`src/rtl/wb_pkg.sv`:
```
// Shared definitions for the Wishbone two-master arbiter: bus widths,
// arbiter state encoding and the state-to-grant mapping.
package wb_pkg;

  localparam int WB_ADR_W = 32;
  localparam int WB_DAT_W = 32;
  localparam int WB_SEL_W = 4;

  typedef enum logic [1:0] {
    IDLE = 2'b00,
    OWN0 = 2'b01,
    OWN1 = 2'b10
  } arb_state_t;

  // One-hot owner vector presented on grant_o; IDLE reports no owner.
  function automatic logic [1:0] grant_of(arb_state_t st);
    logic [1:0] g;
    g = 2'b00;
    if (st == OWN0) g = 2'b01;
    if (st == OWN1) g = 2'b10;
    return g;
  endfunction

endpackage

```
`src/rtl/wb_arb_watchdog.sv`:
```
// Stall watchdog: counts owned strobe cycles without ACK, flags expiry for
// one cycle and latches a sticky timeout indication until reset.
module wb_arb_watchdog
#(
  parameter int TIMEOUT = 255,
  parameter int CNT_W   = 8
) (
  input  logic clk,
  input  logic rst_n,
  input  logic active,
  input  logic stb,
  input  logic ack,
  output logic expire,
  output logic timeout_flag
);

  localparam logic [CNT_W-1:0] LIMIT = CNT_W'(TIMEOUT);

  logic [CNT_W-1:0] cnt;

  // A same-cycle ACK beats the expiry; TIMEOUT of zero never expires.
  assign expire = (TIMEOUT != 0) && active && !ack && (cnt == LIMIT);

  always_ff @(posedge clk or negedge rst_n) begin
    if (!rst_n) begin
      cnt <= '0;
    end else if (!active || ack) begin
      cnt <= '0;
    end else if (stb && (cnt != LIMIT)) begin
      cnt <= cnt + 1'b1;
    end
  end

  always_ff @(posedge clk or negedge rst_n) begin
    if (!rst_n) begin
      timeout_flag <= 1'b0;
    end else if (expire) begin
      timeout_flag <= 1'b1;
    end
  end

endmodule

```
`src/rtl/wb_bus_arbiter.sv`:
```
// Two-master Wishbone classic arbiter sharing one slave between the CPU
// instruction and data buses, with cycle locking and a stall watchdog.
module wb_bus_arbiter
  import wb_pkg::*;
#(
  parameter int FAIR    = 1,
  parameter int TIMEOUT = 255,
  parameter int CNT_W   = 8
) (
  input  logic                wb_clk_i,
  input  logic                wb_rstn_i,
  input  logic [WB_ADR_W-1:0] m0_adr_i,
  input  logic [WB_DAT_W-1:0] m0_dat_i,
  input  logic [WB_SEL_W-1:0] m0_sel_i,
  input  logic                m0_we_i,
  input  logic                m0_cyc_i,
  input  logic                m0_stb_i,
  output logic [WB_DAT_W-1:0] m0_dat_o,
  output logic                m0_ack_o,
  output logic                m0_err_o,
  input  logic [WB_ADR_W-1:0] m1_adr_i,
  input  logic [WB_DAT_W-1:0] m1_dat_i,
  input  logic [WB_SEL_W-1:0] m1_sel_i,
  input  logic                m1_we_i,
  input  logic                m1_cyc_i,
  input  logic                m1_stb_i,
  output logic [WB_DAT_W-1:0] m1_dat_o,
  output logic                m1_ack_o,
  output logic                m1_err_o,
  output logic [WB_ADR_W-1:0] s_adr_o,
  output logic [WB_DAT_W-1:0] s_dat_o,
  output logic [WB_SEL_W-1:0] s_sel_o,
  output logic                s_we_o,
  output logic                s_cyc_o,
  output logic                s_stb_o,
  input  logic [WB_DAT_W-1:0] s_dat_i,
  input  logic                s_ack_i,
  output logic [1:0]          grant_o,
  output logic                timeout_o
);

  arb_state_t state, state_nxt;
  logic       last_owner, last_owner_nxt;
  logic       sel_m1;
  logic       owned;
  logic       own_cyc;
  logic       own_stb;
  logic       expire;

  assign sel_m1  = (state == OWN1);
  assign owned   = (state != IDLE);
  assign own_cyc = owned && (sel_m1 ? m1_cyc_i : m0_cyc_i);
  assign own_stb = owned && (sel_m1 ? m1_stb_i : m0_stb_i);

  always_ff @(posedge wb_clk_i or negedge wb_rstn_i) begin
    if (!wb_rstn_i) begin
      state      <= IDLE;
      last_owner <= 1'b1;
    end else begin
      state      <= state_nxt;
      last_owner <= last_owner_nxt;
    end
  end

  // Owners always return through IDLE, leaving one dead cycle so the
  // slave's toggling ACK clears before the other master is granted.
  always_comb begin
    state_nxt      = state;
    last_owner_nxt = last_owner;
    unique case (state)
      IDLE: begin
        if (m0_cyc_i && m1_cyc_i) begin
          if ((FAIR != 0) && !last_owner) begin
            state_nxt      = OWN1;
            last_owner_nxt = 1'b1;
          end else begin
            state_nxt      = OWN0;
            last_owner_nxt = 1'b0;
          end
        end else if (m0_cyc_i) begin
          state_nxt      = OWN0;
          last_owner_nxt = 1'b0;
        end else if (m1_cyc_i) begin
          state_nxt      = OWN1;
          last_owner_nxt = 1'b1;
        end
      end
      OWN0: begin
        if (!m0_cyc_i || expire) state_nxt = IDLE;
      end
      OWN1: begin
        if (!m1_cyc_i || expire) state_nxt = IDLE;
      end
      default: state_nxt = IDLE;
    endcase
  end

  wb_arb_watchdog #(
    .TIMEOUT(TIMEOUT),
    .CNT_W  (CNT_W)
  ) u_watchdog (
    .clk         (wb_clk_i),
    .rst_n       (wb_rstn_i),
    .active      (owned),
    .stb         (own_stb),
    .ack         (s_ack_i),
    .expire      (expire),
    .timeout_flag(timeout_o)
  );

  // Address/data path follows the owner; with no owner it shows m0.
  assign s_adr_o = sel_m1 ? m1_adr_i : m0_adr_i;
  assign s_dat_o = sel_m1 ? m1_dat_i : m0_dat_i;
  assign s_sel_o = sel_m1 ? m1_sel_i : m0_sel_i;
  assign s_we_o  = sel_m1 ? m1_we_i  : m0_we_i;
  assign s_cyc_o = own_cyc && !expire;
  assign s_stb_o = own_stb && !expire;

  assign m0_ack_o = (state == OWN0) && s_ack_i;
  assign m1_ack_o = (state == OWN1) && s_ack_i;
  assign m0_err_o = (state == OWN0) && expire;
  assign m1_err_o = (state == OWN1) && expire;
  assign m0_dat_o = s_dat_i;
  assign m1_dat_o = s_dat_i;

  assign grant_o = grant_of(state);

endmodule

```
`config.mk`:
```
export PLATFORM = sky130hd
export DESIGN_NAME = wb_bus_arbiter
export DESIGN_NICKNAME = d
export VERILOG_FILES = /design/src/rtl/wb_pkg.sv /design/src/rtl/wb_arb_watchdog.sv /design/src/rtl/wb_bus_arbiter.sv
export SDC_FILE = /design/constraint.sdc
export NUM_CORES = 1
export LEC_CHECK = 0
export ABC_CLOCK_PERIOD_IN_PS = 4050
export CORE_AREA = 2 2 123 125
export CTS_CLUSTER_SIZE = 16
export DETAILED_ROUTE_END_ITERATION = 10
export DIE_AREA = 0 0 125 127
export GPL_TIMING_DRIVEN = 0
export HOLD_SLACK_MARGIN = 0.12
export SETUP_SLACK_MARGIN = 0.02
export SYNTH_ARGS = -nofsm -noshare
export SYNTH_HDL_FRONTEND = slang
export SYNTH_SLANG_ARGS = --single-unit
```
`constraint.sdc`:
```
create_clock -name wb_clk_i -period 4.05 [get_ports wb_clk_i]
set_clock_uncertainty 0.15 [all_clocks]
set_input_delay 1.215 -clock wb_clk_i [delete_from_list [all_inputs] [get_ports wb_clk_i]]
set_output_delay 1.215 -clock wb_clk_i [all_outputs]
set_load 0.02 [all_outputs]
```
# After elaboration in Yosys (flattened, before gate mapping)
# Index checks and enable logic that the tools add are counted.
# W data, S select, Z words.
# word_totals
input_bits	177
register_bits	12
# classes
add_sub_neg	1
n_reduce_logical	26
muxes	21
n_eq_ne	7
# ops
cell	n
$mux W32	2
$mux W8	2
$mux W2	7
$logic_and A1 B1 Y1	12
$add A8 B1 Y8 const B	1
$eq A8 B8 Y1 const B	1
$mux W1	8
$ne A8 B8 Y1 const B	1
$pmux W2 S3	1
$logic_not A1 Y1	5
$mux W4	1
$ne A4 B4 Y1 const B	1
$reduce_bool A2 Y1	2
$logic_or A1 B1 Y1	3
$reduce_and A3 Y1	1
$reduce_bool A3 Y1	1
$eq A2 B1 Y1 const B	1
$eq A2 B2 Y1 const B	1
$logic_not A2 Y1	1
$ne A2 B1 Y1 const B	1
$ne A2 B2 Y1 const B	1
$reduce_and A2 Y1	1

# Logic depth before layout (Yosys ltp)
# logic_depth
ltp_word	6
depth_mapped	5
mapped_depth_nobuf	5

# Modules after synthesis
# Synthesis repeated with hierarchy kept, for this count alone.
# unflattened
cells_unflattened	221
area_unflattened_um2	2426.1
# modules_own_cells
module	instances	area_each_um2	cells_each	seq_area_each_um2
wb_bus_arbiter	1	1908.1	169	76.3
wb_arb_watchdog	1	518.0	52	225.2

# Least setup slack after synthesis
# OpenSTA, ideal clock, no wires.
# synth_timing
path_type	input to output
start	input s_ack_i
end	output m0_err_o
t_required_ns	2.685
path_slack_ns	0.527
arrival_ns	2.158
cell_stages	4
n_path_buf	1
path_cell_list	or2_2 > buf_2 > nor3_4 > and2_1
# synth_between
elab_chain_len	4
# synth_rtl
item	line_no	text
start: declaration	wb_bus_arbiter.sv:37	input logic s_ack_i,
$logic_not A1 Y1	wb_arb_watchdog.sv:22	assign expire = (TIMEOUT != 0) && active && !ack && (cnt == LIMIT);
$logic_and A1 B1 Y1 (2 in a row)	wb_arb_watchdog.sv:22	
$logic_and A1 B1 Y1	wb_bus_arbiter.sv:121	assign m0_err_o = (state == OWN0) && expire;
end: declaration	wb_bus_arbiter.sv:20	output logic m0_err_o,
# No other way between the ends.

# Worst setup path in the final report
# layout_timing
start	input s_ack_i
end	output s_stb_o
# layout_between
elab_chain_len	5
# layout_rtl
item	line_no	text
$logic_not A1 Y1	wb_arb_watchdog.sv:22	
$logic_and A1 B1 Y1 (2 in a row)	wb_arb_watchdog.sv:22	
$logic_not A1 Y1	wb_bus_arbiter.sv:117	assign s_stb_o = own_stb && !expire;
$logic_and A1 B1 Y1	wb_bus_arbiter.sv:117	
end: declaration	wb_bus_arbiter.sv:35	output logic s_stb_o,
# No other way between the ends.

==> results <==
- For the worst setup path, the data required time is 2680 ps.
- The clock passes through at most 2 buffers.
- The max-slew headroom at the worst pin is 63.2%.
- The run finished with clean final reports.
- Setup repair after global routing left no endpoint under its margin.
- Yosys mapped the design onto 34 distinct sky130hd cell types.
- Global routing consumed, on the met1 layer, 15.3% of the routing resources.
- For this run, asynchronously set or reset flops after synthesis account for 100%.
- The critical path's slowest cell is clkdlybuf4s50_1.
- In this run the static leakage power is 2.10 nW.
- The total of max-cap violations is 0.
- The initial antenna violation count is 1.
- The number of enable-type register cells in the synthesized netlist is 0.
- Setup violations remaining at the end of the flow were counted as 0.
- The number of flip-flops and latches in the synthesized netlist is 12.
- The number of CTS-inserted buffers is 3.
- For this run, global-route usage on met3 was measured as 2.55%.
- The type of destination of the critical path is a primary output.
- The instance count of the mapped netlist is 212.
- The most frequent cell after synthesis is mux2_2.
- After clock tree synthesis, the clock-pin slew on the worst setup and hold paths is 40 ps.
- The clock drives 12 sinks.
- Combinational cells account for 72.6% of the total power.
- In this run the worst hold path is classified as reg2reg.
- In the routed layout, each cell is associated on average with a via count of 3.80.
- The global routing met2 resource utilization is 23.1%.
- The number of diodes is 0.
- The reg-to-reg critical path startpoint is u_watchdog.cnt[0].
- The clock reaches the later pin of the worst-skew pair after 240 ps.
- The part of the Yosys area used for sequential elements is 15.1%.
- Across all register-to-register paths, the minimum setup slack is 2150 ps.
- Of the total power, the share spent switching nets is 36.5%.
- In this run, post-CTS hold repair placed 0 buffers.
- The clock root buffer master is clkbuf_16.
- In the final routed layout, each cell accounts on average for 16.1 um.
- The number of nets still failing antenna checks after routing is 0.
- After layout, the worst path uses 97.4% of the clock period.
- The number of endpoints with negative hold slack in the final report came to 0.
- The highest achievable clock rate is 254 MHz.
- The start-to-end type of the worst setup path is in2out.
- VDD sags by at most 207 uV.
- The number of nets produced by synthesis is 390.
- The dominant combinational cell family by area after synthesis is multiplexers.
- Once detailed placement completed, the half-perimeter wirelength came to 9540 um.
- The top fanout value on the critical path is 4.
- The endpoint of the worst hold-timing path is u_watchdog.timeout_flag.
- For the final routed database, the setup TNS stands at 0 ps.
- In this run the most critical hold path is launched from u_watchdog.timeout_flag.
- The initial utilization of the core area, before any placement, comes to 13.8%.
- For this run, design rule violations remaining after detail routing come to 0.
- A synthesized cell averages 9.40 um^2.
- The top-area cell type share of the netlist area is 39.0%.
- Walking the worst path, the cells encountered are clkdlybuf4s50_1, or2_4, nor3_4, buf_4, nor2_1, dlygate4sd2_1.
- The number of detailed-routing iterations run before antenna repair is 4.
- The most used flip-flop cell after synthesis is dfrtp_1.
- The synthesized area is 1990 um^2.
- The fraction of power consumed by sequential logic is 11.6%.
- The endpoint identified for the worst register-to-register timing path is u_watchdog.cnt[7].
- Entering global routing, the biggest net connects 13 pins.
- Hold timing on the final database bottoms out at a slack of 325 ps.
- Counting the fill cells in the layout gives 1437.
- The number of global-route vias before repair is 2754.
- For this run, the number of Yosys warnings is 0.
- The count of nets after finishing is 684.
- The detailed router finished its first iteration with 30 violations.
- Of the total synthesized cell area, the portion taken by full adders, half adders and majority gates is 0.628%.
- The proportion of synthesized area in mux cells is 39.5%.
- The kind of start point of the critical path is a primary input.
- The compound-cell area share of the yosys netlist is 6.91%.
- The commonest cells after synthesis are mux2_2 (69), buf_4 (65), dfrtp_1 (11), buf_2 (9), nor2_1 (7).
- Summing the areas of all and, or, nand and nor instances in the mapped netlist gives 10.1% of the synthesized area.
- In this run the number of H-tree levels came out at 1.
- Along the worst hold path, the cell count comes to 1.
- The number of input and output port buffers inserted is 286.
- The width of the die is 125 um.
- The clock tree from TritonCTS is built.
- The die covers 15900 um^2.
- The residual overflow from global routing is 0.
- After detailed placement, the total cell area comes to 5090 um^2.
- The number of rows created at floorplan is 44.
- After floorplanning, the core was sized to cover 14400 um^2.
- The wire length of the first global-routing pass is 15700 um.
- met2 is the most crowded layer.
- Summed over all nets, the switching power comes to 0.469 mW.
- Of the total synthesized cell area, the portion taken by XOR and XNOR cells is 0.439%.
- The actual slew at the worst max-slew pin is 551 ps.
- The post-route standard cell area excluding fillers is 5200 um^2.
- The total wire length is 11100 um.
- The biggest area contributor in the post-synthesis netlist is mux2_2.
- The final-report max-slew violation count is 0.
- The internal cell power is 0.817 mW.
- Compared with the post-synthesis result, the final layout area differs by 161%.
- In this run, the clock network consumes 15.8% of the power.
- In this run the count of I/O pins placed on the die edge is 319.
- Yosys attributes the largest share of cell area to mux2_2 (39%), buf_4 (24%), dfrtp_1 (14%), buf_2 (2.3%), dfstp_2 (1.3%).
- The routability-driven placement congestion ratio is 0.839.
- The final total power is 1.29 mW.
- Cells with a size suffix above 1 make up 31.9% of the layout.
- The number of cells on the worst reg-to-reg path is 5.
- The shortest clock period the worst path allows after layout is 3940 ps.
- The core utilization of the finished layout is 36.1%.
- The overall fraction of global-route tracks in use is 12.5%.
- The worst stage delay on the critical path is 440 ps.
- Summing over every cut layer, the via total after detailed routing is 2619.
- The cell area power density is 247 nW/um^2.
- The vertical die dimension is 127 um.
- For the worst setup path, the data arrival time is 2580 ps.
[cell families after synthesis]
group | Yosys count
compound gates | 19
xor+xnor | 1
simple gates | 32
buf+inv | 77
flops | 12
fa+ha+maj | 1
mux | 70
[area by class of cell]
cell class	instances	area, um^2	share of cell area (%)
Timing Repair Buffer	290	2890	55.5
Inverter	3	11.3	0.217
Buffer	73	531	10.2
Multi-Input combinational cell	123	1150	22.1
Clock buffer	4	88.8	1.71
Sequential cell	12	302	5.80
Tap cell	184	230	4.43
[what timing repair did]
action	4_1_cts	5_1_grt
setup endpoints to repair	4	6
pin swaps	1	1
setup buffers	3	1
gates resized for setup	6	1
[worst max path at each step]
stage	endpoint	cells past startpoint	slack (ps)	from
floorplan	m0_err_o	4	530	s_ack_i
global placement	m1_err_o	6	-580	s_ack_i
detailed placement	m1_err_o	6	-590	s_ack_i
CTS	s_stb_o	6	20	s_ack_i
global route	s_stb_o	6	20	s_ack_i
finish	s_stb_o	6	110	s_ack_i
[state kept, by name, indices dropped and copies added (netlist names)]
| register | cells |
|---|---|
| u_watchdog.cnt | 8 |
| state | 2 |
| last_owner | 1 |
| u_watchdog.timeout_flag | 1 |
[worst max-delay path, delay by kind of cell]
kind          cells  cell delay [ps]
buf+inv           3              900
simple gates      3              460
[placed cells by master, fill, tap and decap left out, types with 3 or more instances in the layout]
cell             count
clkdlybuf4s50_1    282
mux2_2              69
buf_4               69
dfrtp_1             11
buf_2                7
nor2_1               7
a21oi_1              5
nand3_1              4
and2_1               4
a31oi_1              3
inv_1                3
clkbuf_16            3
dlygate4sd2_1        3
[metrics by stage]
step | worst slack (ps) | std cells
finish | 107 | 689
CTS | 22.5 | 688
global placement | -576 | 682
floorplan | 527 | 212
detailed placement | -586 | 682
global route | 24.9 | 689
[power groups by stage]
stage	Clock, mW	Combinational (mW)	Sequential [mW]
finish	0.203	0.934	0.149
global route	0.211	0.982	0.152
CTS	0.208	0.943	0.149
detailed placement	0	0.938	0.150
global placement	0	0.936	0.149
floorplan	0	0.464	0.147
[per-layer routing]
layer | vias up | share of wire, %
met5 | - | 0.12
met4 | 2 | 0.45
met3 | 7 | 7.1
met2 | 144 | 52
met1 | 1193 | 41
li1 | 1273 | -
Note: power is estimated with default switching activity, not from simulation.
